**config.mk**
```make
export PLATFORM = sky130hd
export DESIGN_NAME = btn_conditioner_flat
export DESIGN_NICKNAME = d
export VERILOG_FILES = /design/src/rtl/btn_conditioner_if.sv /design/src/rtl/btn_conditioner.sv /design/src/flat_wrapper.sv
export SDC_FILE = /design/constraint.sdc
export NUM_CORES = 1
export LEC_CHECK = 0
export ABC_CLOCK_PERIOD_IN_PS = 4900
export CAP_MARGIN = 20
export CORE_UTILIZATION = 50
export CTS_CLUSTER_SIZE = 40
export DETAILED_ROUTE_END_ITERATION = 12
export GPL_ROUTABILITY_DRIVEN = 0
export PLACE_DENSITY_LB_ADDON = 0.05
export SETUP_SLACK_MARGIN = 0.2
export SYNTH_ARGS = -nofsm -noshare
export SYNTH_HDL_FRONTEND = slang
export SYNTH_SLANG_ARGS = --single-unit
export TNS_END_PERCENT = 50
```
**constraint.sdc**
```tcl
create_clock -name clk -period 4.9 [get_ports clk]
set_clock_uncertainty 0.05 [all_clocks]
set_input_delay 0.735 -clock clk [delete_from_list [all_inputs] [get_ports clk]]
set_output_delay 0.735 -clock clk [all_outputs]
set_load 0.1 [all_outputs]
```
**src/rtl/btn_conditioner_if.sv**
```systemverilog
// Conditioned push-button event bundle: debounced level plus the one-cycle
// press/release/short/long/repeat strobes handed to the mode counters.
interface btn_conditioner_if;
    logic btn_level;
    logic btn_pe;
    logic btn_ne;
    logic btn_short;
    logic btn_long;
    logic btn_rpt;

    modport master (output btn_level, btn_pe, btn_ne, btn_short, btn_long, btn_rpt);
    modport slave  (input  btn_level, btn_pe, btn_ne, btn_short, btn_long, btn_rpt);
endinterface

```
**src/rtl/btn_conditioner.sv**
```systemverilog
// Push-button front end: 2-FF synchroniser, counter debounce, press/release
// strobes, short/long press classification and auto-repeat while held.
//
//   state   | meaning
//   --------+-----------------------------------------------------------
//   IDLE    | button released, waiting for a debounced press
//   PRESSED | press accepted, counting towards the long-press threshold
//   LONG    | long press reached, emitting auto-repeat strobes while held
module btn_conditioner #(
    parameter bit ACTIVE_LOW    = 1'b1,
    parameter int DB_CYCLES     = 1_000_000,
    parameter int LONG_CYCLES   = 100_000_000,
    parameter int REPEAT_CYCLES = 20_000_000
) (
    input  logic              clk,
    input  logic              reset_n,
    input  logic              btn_i,
    btn_conditioner_if.master btn_o
);
    localparam int DW = (DB_CYCLES < 2) ? 1 : $clog2(DB_CYCLES);
    localparam int HW = $clog2(LONG_CYCLES + 1);
    localparam int RW = (REPEAT_CYCLES < 2) ? 1 : $clog2(REPEAT_CYCLES + 1);

    typedef enum logic [1:0] {
        ST_IDLE    = 2'd0,
        ST_PRESSED = 2'd1,
        ST_LONG    = 2'd2
    } state_t;

    logic          sync1_q, sync2_q;
    logic          pressed_s;
    logic [DW-1:0] db_cnt_q, db_cnt_d;
    logic          level_q, level_d, level_dly_q;
    logic          pe_d, ne_d, pe_q, ne_q;
    state_t        state_q, state_d;
    logic [HW-1:0] hold_q, hold_d;
    logic [RW-1:0] rep_q, rep_d;
    logic          short_q, short_d, long_q, long_d, rpt_q, rpt_d;

    // Two-stage synchroniser; reset value is the released pin level.
    always_ff @(posedge clk or negedge reset_n) begin
        if (!reset_n) begin
            sync1_q <= ACTIVE_LOW;
            sync2_q <= ACTIVE_LOW;
        end else begin
            sync1_q <= btn_i;
            sync2_q <= sync1_q;
        end
    end

    assign pressed_s = sync2_q ^ ACTIVE_LOW;

    // Debounce: accept a new level after DB_CYCLES consecutive disagreeing samples.
    always_comb begin
        db_cnt_d = '0;
        level_d  = level_q;
        if (pressed_s != level_q) begin
            if (db_cnt_q == DW'(DB_CYCLES - 1)) begin
                level_d = ~level_q;
            end else begin
                db_cnt_d = db_cnt_q + DW'(1);
            end
        end
    end

    // Edge strobes come from the level and its one-cycle-old copy, so they
    // trail the level change by one cycle and can never overlap.
    assign pe_d =  level_q & ~level_dly_q;
    assign ne_d = ~level_q &  level_dly_q;

    // Debounce and strobe registers.
    always_ff @(posedge clk or negedge reset_n) begin
        if (!reset_n) begin
            db_cnt_q    <= '0;
            level_q     <= 1'b0;
            level_dly_q <= 1'b0;
            pe_q        <= 1'b0;
            ne_q        <= 1'b0;
        end else begin
            db_cnt_q    <= db_cnt_d;
            level_q     <= level_d;
            level_dly_q <= level_q;
            pe_q        <= pe_d;
            ne_q        <= ne_d;
        end
    end

    // Press classifier. It runs on the pre-register strobes so btn_short,
    // btn_long and btn_rpt land in the same cycle as btn_pe/btn_ne timing.
    always_comb begin
        state_d = state_q;
        hold_d  = hold_q;
        rep_d   = rep_q;
        short_d = 1'b0;
        long_d  = 1'b0;
        rpt_d   = 1'b0;
        case (state_q)
            ST_IDLE: begin
                hold_d = '0;
                rep_d  = '0;
                if (pe_d) begin
                    state_d = ST_PRESSED;
                    hold_d  = HW'(1);
                end
            end
            ST_PRESSED: begin
                // Release is tested first so it wins over the long threshold.
                if (ne_d) begin
                    short_d = 1'b1;
                    state_d = ST_IDLE;
                    hold_d  = '0;
                end else if (hold_q == HW'(LONG_CYCLES)) begin
                    long_d  = 1'b1;
                    rpt_d   = 1'b1;
                    state_d = ST_LONG;
                    rep_d   = RW'(1);
                end else begin
                    hold_d = hold_q + HW'(1);
                end
            end
            ST_LONG: begin
                if (ne_d) begin
                    state_d = ST_IDLE;
                    hold_d  = '0;
                    rep_d   = '0;
                end else if (REPEAT_CYCLES != 0) begin
                    if (rep_q == RW'(REPEAT_CYCLES)) begin
                        rpt_d = 1'b1;
                        rep_d = RW'(1);
                    end else begin
                        rep_d = rep_q + RW'(1);
                    end
                end
            end
            default: begin
                state_d = ST_IDLE;
                hold_d  = '0;
                rep_d   = '0;
            end
        endcase
    end

    // Classifier state, counters and event outputs.
    always_ff @(posedge clk or negedge reset_n) begin
        if (!reset_n) begin
            state_q <= ST_IDLE;
            hold_q  <= '0;
            rep_q   <= '0;
            short_q <= 1'b0;
            long_q  <= 1'b0;
            rpt_q   <= 1'b0;
        end else begin
            state_q <= state_d;
            hold_q  <= hold_d;
            rep_q   <= rep_d;
            short_q <= short_d;
            long_q  <= long_d;
            rpt_q   <= rpt_d;
        end
    end

    assign btn_o.btn_level = level_q;
    assign btn_o.btn_pe    = pe_q;
    assign btn_o.btn_ne    = ne_q;
    assign btn_o.btn_short = short_q;
    assign btn_o.btn_long  = long_q;
    assign btn_o.btn_rpt   = rpt_q;
endmodule

```
**src/flat_wrapper.sv**
```systemverilog
// flat-port wrapper written by rule: the top's interface ports become plain ports
module btn_conditioner_flat 
#(
    parameter bit ACTIVE_LOW    = 1'b1,
    parameter int DB_CYCLES     = 1_000_000,
    parameter int LONG_CYCLES   = 100_000_000,
    parameter int REPEAT_CYCLES = 20_000_000
)
  (clk, reset_n, btn_i, btn_o_btn_level, btn_o_btn_pe, btn_o_btn_ne, btn_o_btn_short, btn_o_btn_long, btn_o_btn_rpt);
  btn_conditioner_if btn_o_i ();
  input  logic clk;
  input  logic reset_n;
  input  logic btn_i;
  output wire logic [$bits(btn_o_i.btn_level)-1:0] btn_o_btn_level;
  output wire logic [$bits(btn_o_i.btn_pe)-1:0] btn_o_btn_pe;
  output wire logic [$bits(btn_o_i.btn_ne)-1:0] btn_o_btn_ne;
  output wire logic [$bits(btn_o_i.btn_short)-1:0] btn_o_btn_short;
  output wire logic [$bits(btn_o_i.btn_long)-1:0] btn_o_btn_long;
  output wire logic [$bits(btn_o_i.btn_rpt)-1:0] btn_o_btn_rpt;
  assign btn_o_btn_level = btn_o_i.btn_level;
  assign btn_o_btn_pe = btn_o_i.btn_pe;
  assign btn_o_btn_ne = btn_o_i.btn_ne;
  assign btn_o_btn_short = btn_o_i.btn_short;
  assign btn_o_btn_long = btn_o_i.btn_long;
  assign btn_o_btn_rpt = btn_o_i.btn_rpt;
  btn_conditioner #(.ACTIVE_LOW(ACTIVE_LOW), .DB_CYCLES(DB_CYCLES), .LONG_CYCLES(LONG_CYCLES), .REPEAT_CYCLES(REPEAT_CYCLES)) u_core (.clk(clk), .reset_n(reset_n), .btn_i(btn_i), .btn_o(btn_o_i));
endmodule
```
==> results of run 1 <==
-- logic make-up after synthesis --
kind of cell	after synthesis	share of synthesized area, %
buf+inv	43	4.22
xor+xnor	32	6.22
flops	83	46.2
simple gates	226	26.8
fa+ha+maj	8	2.22
compound gates	94	14.4
-- per-layer routing --
metal	global-route usage (%)	vias to the layer above
met5	0	-
met4	5.28	0
met3	4.55	5
met2	32.6	65
met1	32.7	1777
li1	-	1764
-- where the power goes --
group / switching, uW / internal (uW) / total, uW
logic: 17.7 / 4.16 / 21.8
clock network: 262 / 202 / 465
registers: 2.22 / 688 / 690
total: 282 / 894 / 1180
-- synth_stat cells, types with 3 or more instances --
cell type,instances,area [um2]
a21o_1,5,37.5
a21oi_1,15,75.1
a22o_1,18,158
a31oi_1,4,25.0
and2_1,3,18.8
and3_1,5,31.3
and4_1,10,87.6
buf_2,5,25.0
buf_6,3,33.8
clkbuf_1,8,30.0
dfrtp_1,81,2030
ha_1,8,100
inv_1,24,90.1
nand2_1,28,105
nand3_1,21,105
nand3b_1,5,37.5
nand4_1,21,131
nor2_1,68,255
nor2b_1,8,50.1
nor3_1,19,95.1
nor4_1,8,50.1
nor4b_1,5,43.8
o21ai_0,16,80.1
o21ai_1,16,80.1
or3_1,6,37.5
or4_1,6,45.0
xnor2_1,14,123
xor2_1,18,158
-- layout make-up --
| type | instances | area share, % |
|---|---|---|
| well taps | 108 | 2.79 |
| multi-input cells | 360 | 46.2 |
| repair buffers | 12 | 2.30 |
| clock buffers | 10 | 2.84 |
| flip-flops and latches | 83 | 43.0 |
| clock inverters | 6 | 0.982 |
| inverters | 25 | 1.94 |
-- sequential cells by signal (all words and copies together), names as in the netlist, 2 cells and up --
register / flops
u_core.db_cnt_q: 20
u_core.rep_q: 25
u_core.hold_q: 27
u_core.state_q: 2
-- worst paths after layout --
| path | from | end | depth (start not counted) |
|---|---|---|---|
| max in group asynchronous | reset_n | u_core.db_cnt_q[13] | 2 |
| hold / removal | reset_n | u_core.hold_q[25] | 1 |
| hold reg to reg | u_core.sync1_q | u_core.sync2_q | 0 |
| setup reg to reg | u_core.rep_q[0] | u_core.rep_q[4] | 7 |
| min in group clk | u_core.sync1_q | u_core.sync2_q | 0 |
| setup / recovery | u_core.rep_q[0] | u_core.rep_q[4] | 7 |
-- worst max-delay path, cell delays in order, from the launching register on --
cell and delay [ns]:
dfrtp_1 0.42, inv_1 0.11, ha_1 0.15, or4b_1 0.42, or4_4 0.44, o211ai_4 0.58
nor2_2 0.35, a221o_1 0.36
-- metrics by stage --
stage	area [um2]	power, uW	setup WS [ns]	hold WS, ns
after global placement	4640	727	1.99	0.298
final	4840	1180	1.90	0.281
after floorplan	4510	710	2.34	0.295
after CTS	4830	1200	1.88	0.287
after detailed placement	4650	727	1.91	0.298
after global routing	4840	1230	1.72	0.306
==> results.json, run 1 <==
{
  "status": "completed",
  "clockBufferDepth": 2,
  "dp.cells": 587,
  "cts_setup_buffers": 0,
  "min_path_type": "in2async",
  "routed_wl_mm": 9.58,
  "fin_crit_sh_pct": 61.3,
  "async_flop_share_pct": 100,
  "final_hold_viol_count": 0,
  "rows": 34,
  "overflow": 0,
  "path_max_fanout": 26,
  "fmax_mhz": 333,
  "yosys_warnings": 0,
  "maxSlewHeadroom_pct": 35.4,
  "drc": 0,
  "ys_seq_elements": 83,
  "die_area_um2": 9390,
  "setup_violations": 0,
  "worstPathArrival_ns": 3.20,
  "mostFrequentLayoutCell": "dfrtp_1",
  "critPathRequiredTime_ns": 5.09,
  "ys.flop_type": "dfrtp_1",
  "synth_fp_nets": 497,
  "core_area_um2": 8720,
  "vias": 3611,
  "critical_path_class": "reg2reg",
  "dr_wl_met2_mm": 4.26,
  "maxCapViolations": 0,
  "dieWidth_um": 96.9,
  "cts_tree": "done",
  "grt_start_max_net_pins": 48,
  "place_hpwl_mm": 6.49,
  "clk_pin_slew_worst_paths_ns": 0.10,
  "startpoint_type": "flop",
  "io_buffers": 8,
  "rsz0062_at_grt": "false",
  "synth_edf_count": 0,
  "ys_seq_area_share_pct": 46.2,
  "final_max_slew_viol_count": 0,
  "drtPass1Iterations": 5,
  "avgSynthCellArea_um2": 9.27,
  "cp-end-kind": "flop",
  "vias_per_cell": 5.98,
  "grt_pass1_vias": 3398,
  "highest_layer": "met4",
  "worstMarginPinSlew_ns": 0.967,
  "grt_antenna_before_repair": 0,
  "hold_buffers": 0,
  "fin_tns_setup_ns": 0,
  "grt_first_pass_wirelength_mm": 16.7,
  "netlist_instances": 486,
  "multi_input_area_um2": 2240,
  "most-common-layout-cells": "dfrtp_1 (81), nor2_1 (68), nand2_1 (28)",
  "syn_to_final_growth_pct": 7.44,
  "initial_core_util_pct": 51.7,
  "drt-met1-wl_mm": 4.92,
  "cts-root-buf": "clkbuf_8",
  "fp.dieH_um": 96.9,
  "fin_util_pct": 55.5,
  "wl_per_cell_um": 15.9,
  "leakage_uw": 0.00196,
  "fillers": 791,
  "io_pins": 9,
  "wl_met3_um": 332,
  "ir_drop_mv": 0.141,
  "r2r_setup_slack_ns": 1.90,
  "yosysUniqueCellTypes": 56,
  "synth.cell_area_um2": 4510,
  "drt-initial-drc-count": 187,
  "power.density_nw_per_um2": 243,
  "cts_buffers": 9,
  "track_usage_pct": 21.9,
  "htree_levels": 3,
  "period_minus_slack_ns": 3.00,
  "seq_area_um2": 2080,
  "drive_gt1_share_pct": 6.65,
  "final_nets": 502,
  "cts_resized": 0,
  "antenna_cells": 0,
  "stdcell_count": 604,
  "insertion_delay_ns": 0.36,
  "numClockSinks": 83,
  "postRouteAntennaNets": 0
}
(Power assumes the default switching activity.)
==> inputs of run 2 (changes only) <==
Settings changed: ABC_CLOCK_PERIOD_IN_PS 4900 to 2570.
Clock period 4.9 ns to 2.57 ns, I/O delays scaled along.
==> run 2 against run 1 <==
  * Critical path depth grew 1
  * Combinational power grew 110%
  * Non-clock buffer count grew 23
  * Maximum frequency grew 24%
  * Die area is the same
  * Routed wire length grew 5.3%
  * Register-to-register slack lost 1.7 ns
  * Sequential cell count is the same
  * Total power grew 89%
  * Core utilization grew 2.2 points
==> results.json, run 2 (synthesized netlist as in run 1, its figures left out) <==
{
  "routed_wl_mm": 10.1,
  "core_area_um2": 8720,
  "fin_util_pct": 57.7,
  "rows": 34,
  "initial_core_util_pct": 51.7,
  "critical_path.top_delay_family": "simple AND/OR/NAND/NOR gates",
  "worstReg2RegEnd": "u_core.rep_q[3]",
  "drc": 0,
  "cp-end-kind": "flop",
  "clk_pin_slew_worst_paths_ns": 0.08,
  "critical_path_class": "reg2reg",
  "largest_register": "u_core.hold_q",
  "grt_start_max_net_pins": 42,
  "leakage_uw": 0.00210,
  "timing.rr.start": "u_core.rep_q[0]",
  "most-common-layout-cells": "dfrtp_1 (80), nor2_1 (68), buf_4 (29)",
  "grt_antenna_before_repair": 0,
  "rsz0062_at_grt": "true",
  "cts-root-buf": "clkbuf_8",
  "final_hold_viol_count": 0,
  "cpPeakStageDelay_ns": 0.45,
  "drtPass1Iterations": 5,
  "wl_per_cell_um": 16.0,
  "numClockSinks": 83,
  "setup_violations": 0,
  "final_max_slew_viol_count": 0,
  "r2r_cells": 8,
  "dieWidth_um": 96.9,
  "maxCapViolations": 0,
  "crit_start": "u_core.rep_q[0]",
  "fmax_mhz": 413,
  "startpoint_type": "flop",
  "clockBufferDepth": 2,
  "htree_levels": 3,
  "hold_start": "u_core.sync1_q",
  "maxSlewHeadroom_pct": 50.1,
  "die_area_um2": 9390,
  "vias": 3743,
  "fin_tns_setup_ns": 0,
  "ir_drop_mv": 0.331,
  "syn_to_final_growth_pct": 11.7,
  "fillers": 756,
  "antenna_cells": 0,
  "place_hpwl_mm": 6.77,
  "cts_tree": "done",
  "path_buf_inv": 2,
  "whs_ns": 0.308,
  "io_buffers": 8,
  "drive_gt1_share_pct": 12.5,
  "power.density_nw_per_um2": 442,
  "io_pins": 9,
  "vias_per_cell": 5.95,
  "cp.depth": 8,
  "min_path_type": "reg2reg",
  "fin_crit_sh_pct": 94.2,
  "worstPathArrival_ns": 2.61,
  "critPathRequiredTime_ns": 2.76,
  "worstPathCellList": "inv_2 > ha_1 > or4b_1 > or4_4 > o211ai_4 > buf_6 > nor2_4 > a221o_1",
  "grt_first_pass_wirelength_mm": 17.8,
  "path_max_fanout": 6,
  "fp.dieH_um": 96.9,
  "grt_pass1_vias": 3627,
  "cts_buffers": 9,
  "r2r_setup_slack_ns": 0.15,
  "mostFrequentLayoutCell": "dfrtp_1",
  "slowest_stage": "or4_4",
  "status": "completed",
  "period_minus_slack_ns": 2.42,
  "drt-initial-drc-count": 232,
  "reg_top3": "u_core.hold_q x27, u_core.rep_q x25, u_core.db_cnt_q x20",
  "final_nets": 527,
  "overflow": 0,
  "insertion_delay_ns": 0.36,
  "largest_reg_flops": 27,
  "critPathCapture": "u_core.rep_q[3]",
  "postRouteAntennaNets": 0,
  "track_usage_pct": 23.4,
  "worstMarginPinSlew_ns": 0.745
}
[run 2: metal layers]
metal	up-vias	wire (um)	GRT usage [%]
li1	1827	-	-
met1	1838	5140	34.6
met4	0	134	9.07
met3	12	360	3.47
met2	66	4460	34.5
met5	-	0	0
[run 2: per-stage QoR]
step                power [uW]  worst slack, ns  cell area [um2]  cells
floorplan                 1350            0.207             4510    486
CTS                       2250            0.145             5010    627
global route              2320          0.00938             5030    629
finish                    2220            0.149             5030    629
global placement          1390            0.166             4760    603
detailed placement        1390            0.102             4760    603
[run 2: power by group]
group | leakage (uW) | switching [uW] | internal, uW
combinational | 0.000858 | 34.5 | 11.9
clock | 0.0000949 | 465 | 397
sequential | 0.00115 | 4.26 | 1310
[run 2: how the worst min path moves through the flow]
stage                                        end  depth (start not counted)
after detailed placement          u_core.sync2_q                          0
after CTS                         u_core.sync2_q                          0
after global placement            u_core.sync2_q                          0
final                             u_core.sync2_q                          0
after global routing              u_core.sync2_q                          0
after floorplan           u_core.btn_o.btn_level                          0
[run 2: what timing repair did]
item | 4_1_cts | 5_1_grt
cloned | 2 | 1
hold endpoints to repair | 37 | 0
resized for setup | 4 | 3
pin swaps | 1 | 5
hold buffers | 1 | 0
setup buffers | 5 | 1
endpoints found under the setup margin | 18 | 36
[run 2: cell type report]
class,instances,area [um2],area share (%)
multi-input combinational,362,2250,44.8
sequential,83,2080,41.3
timing repair buffer,35,292,5.79
clock buffer,11,151,3.01
tap,108,135,2.68
inverter,25,93.8,1.86
clock inverter,5,27.5,0.547
==> inputs of run 3 (changes only) <==
Settings changed: SLEW_MARGIN set to 20.
==> results of run 3 <==
Same layout as run 2: the final DEF is identical, and so are final timing and power.
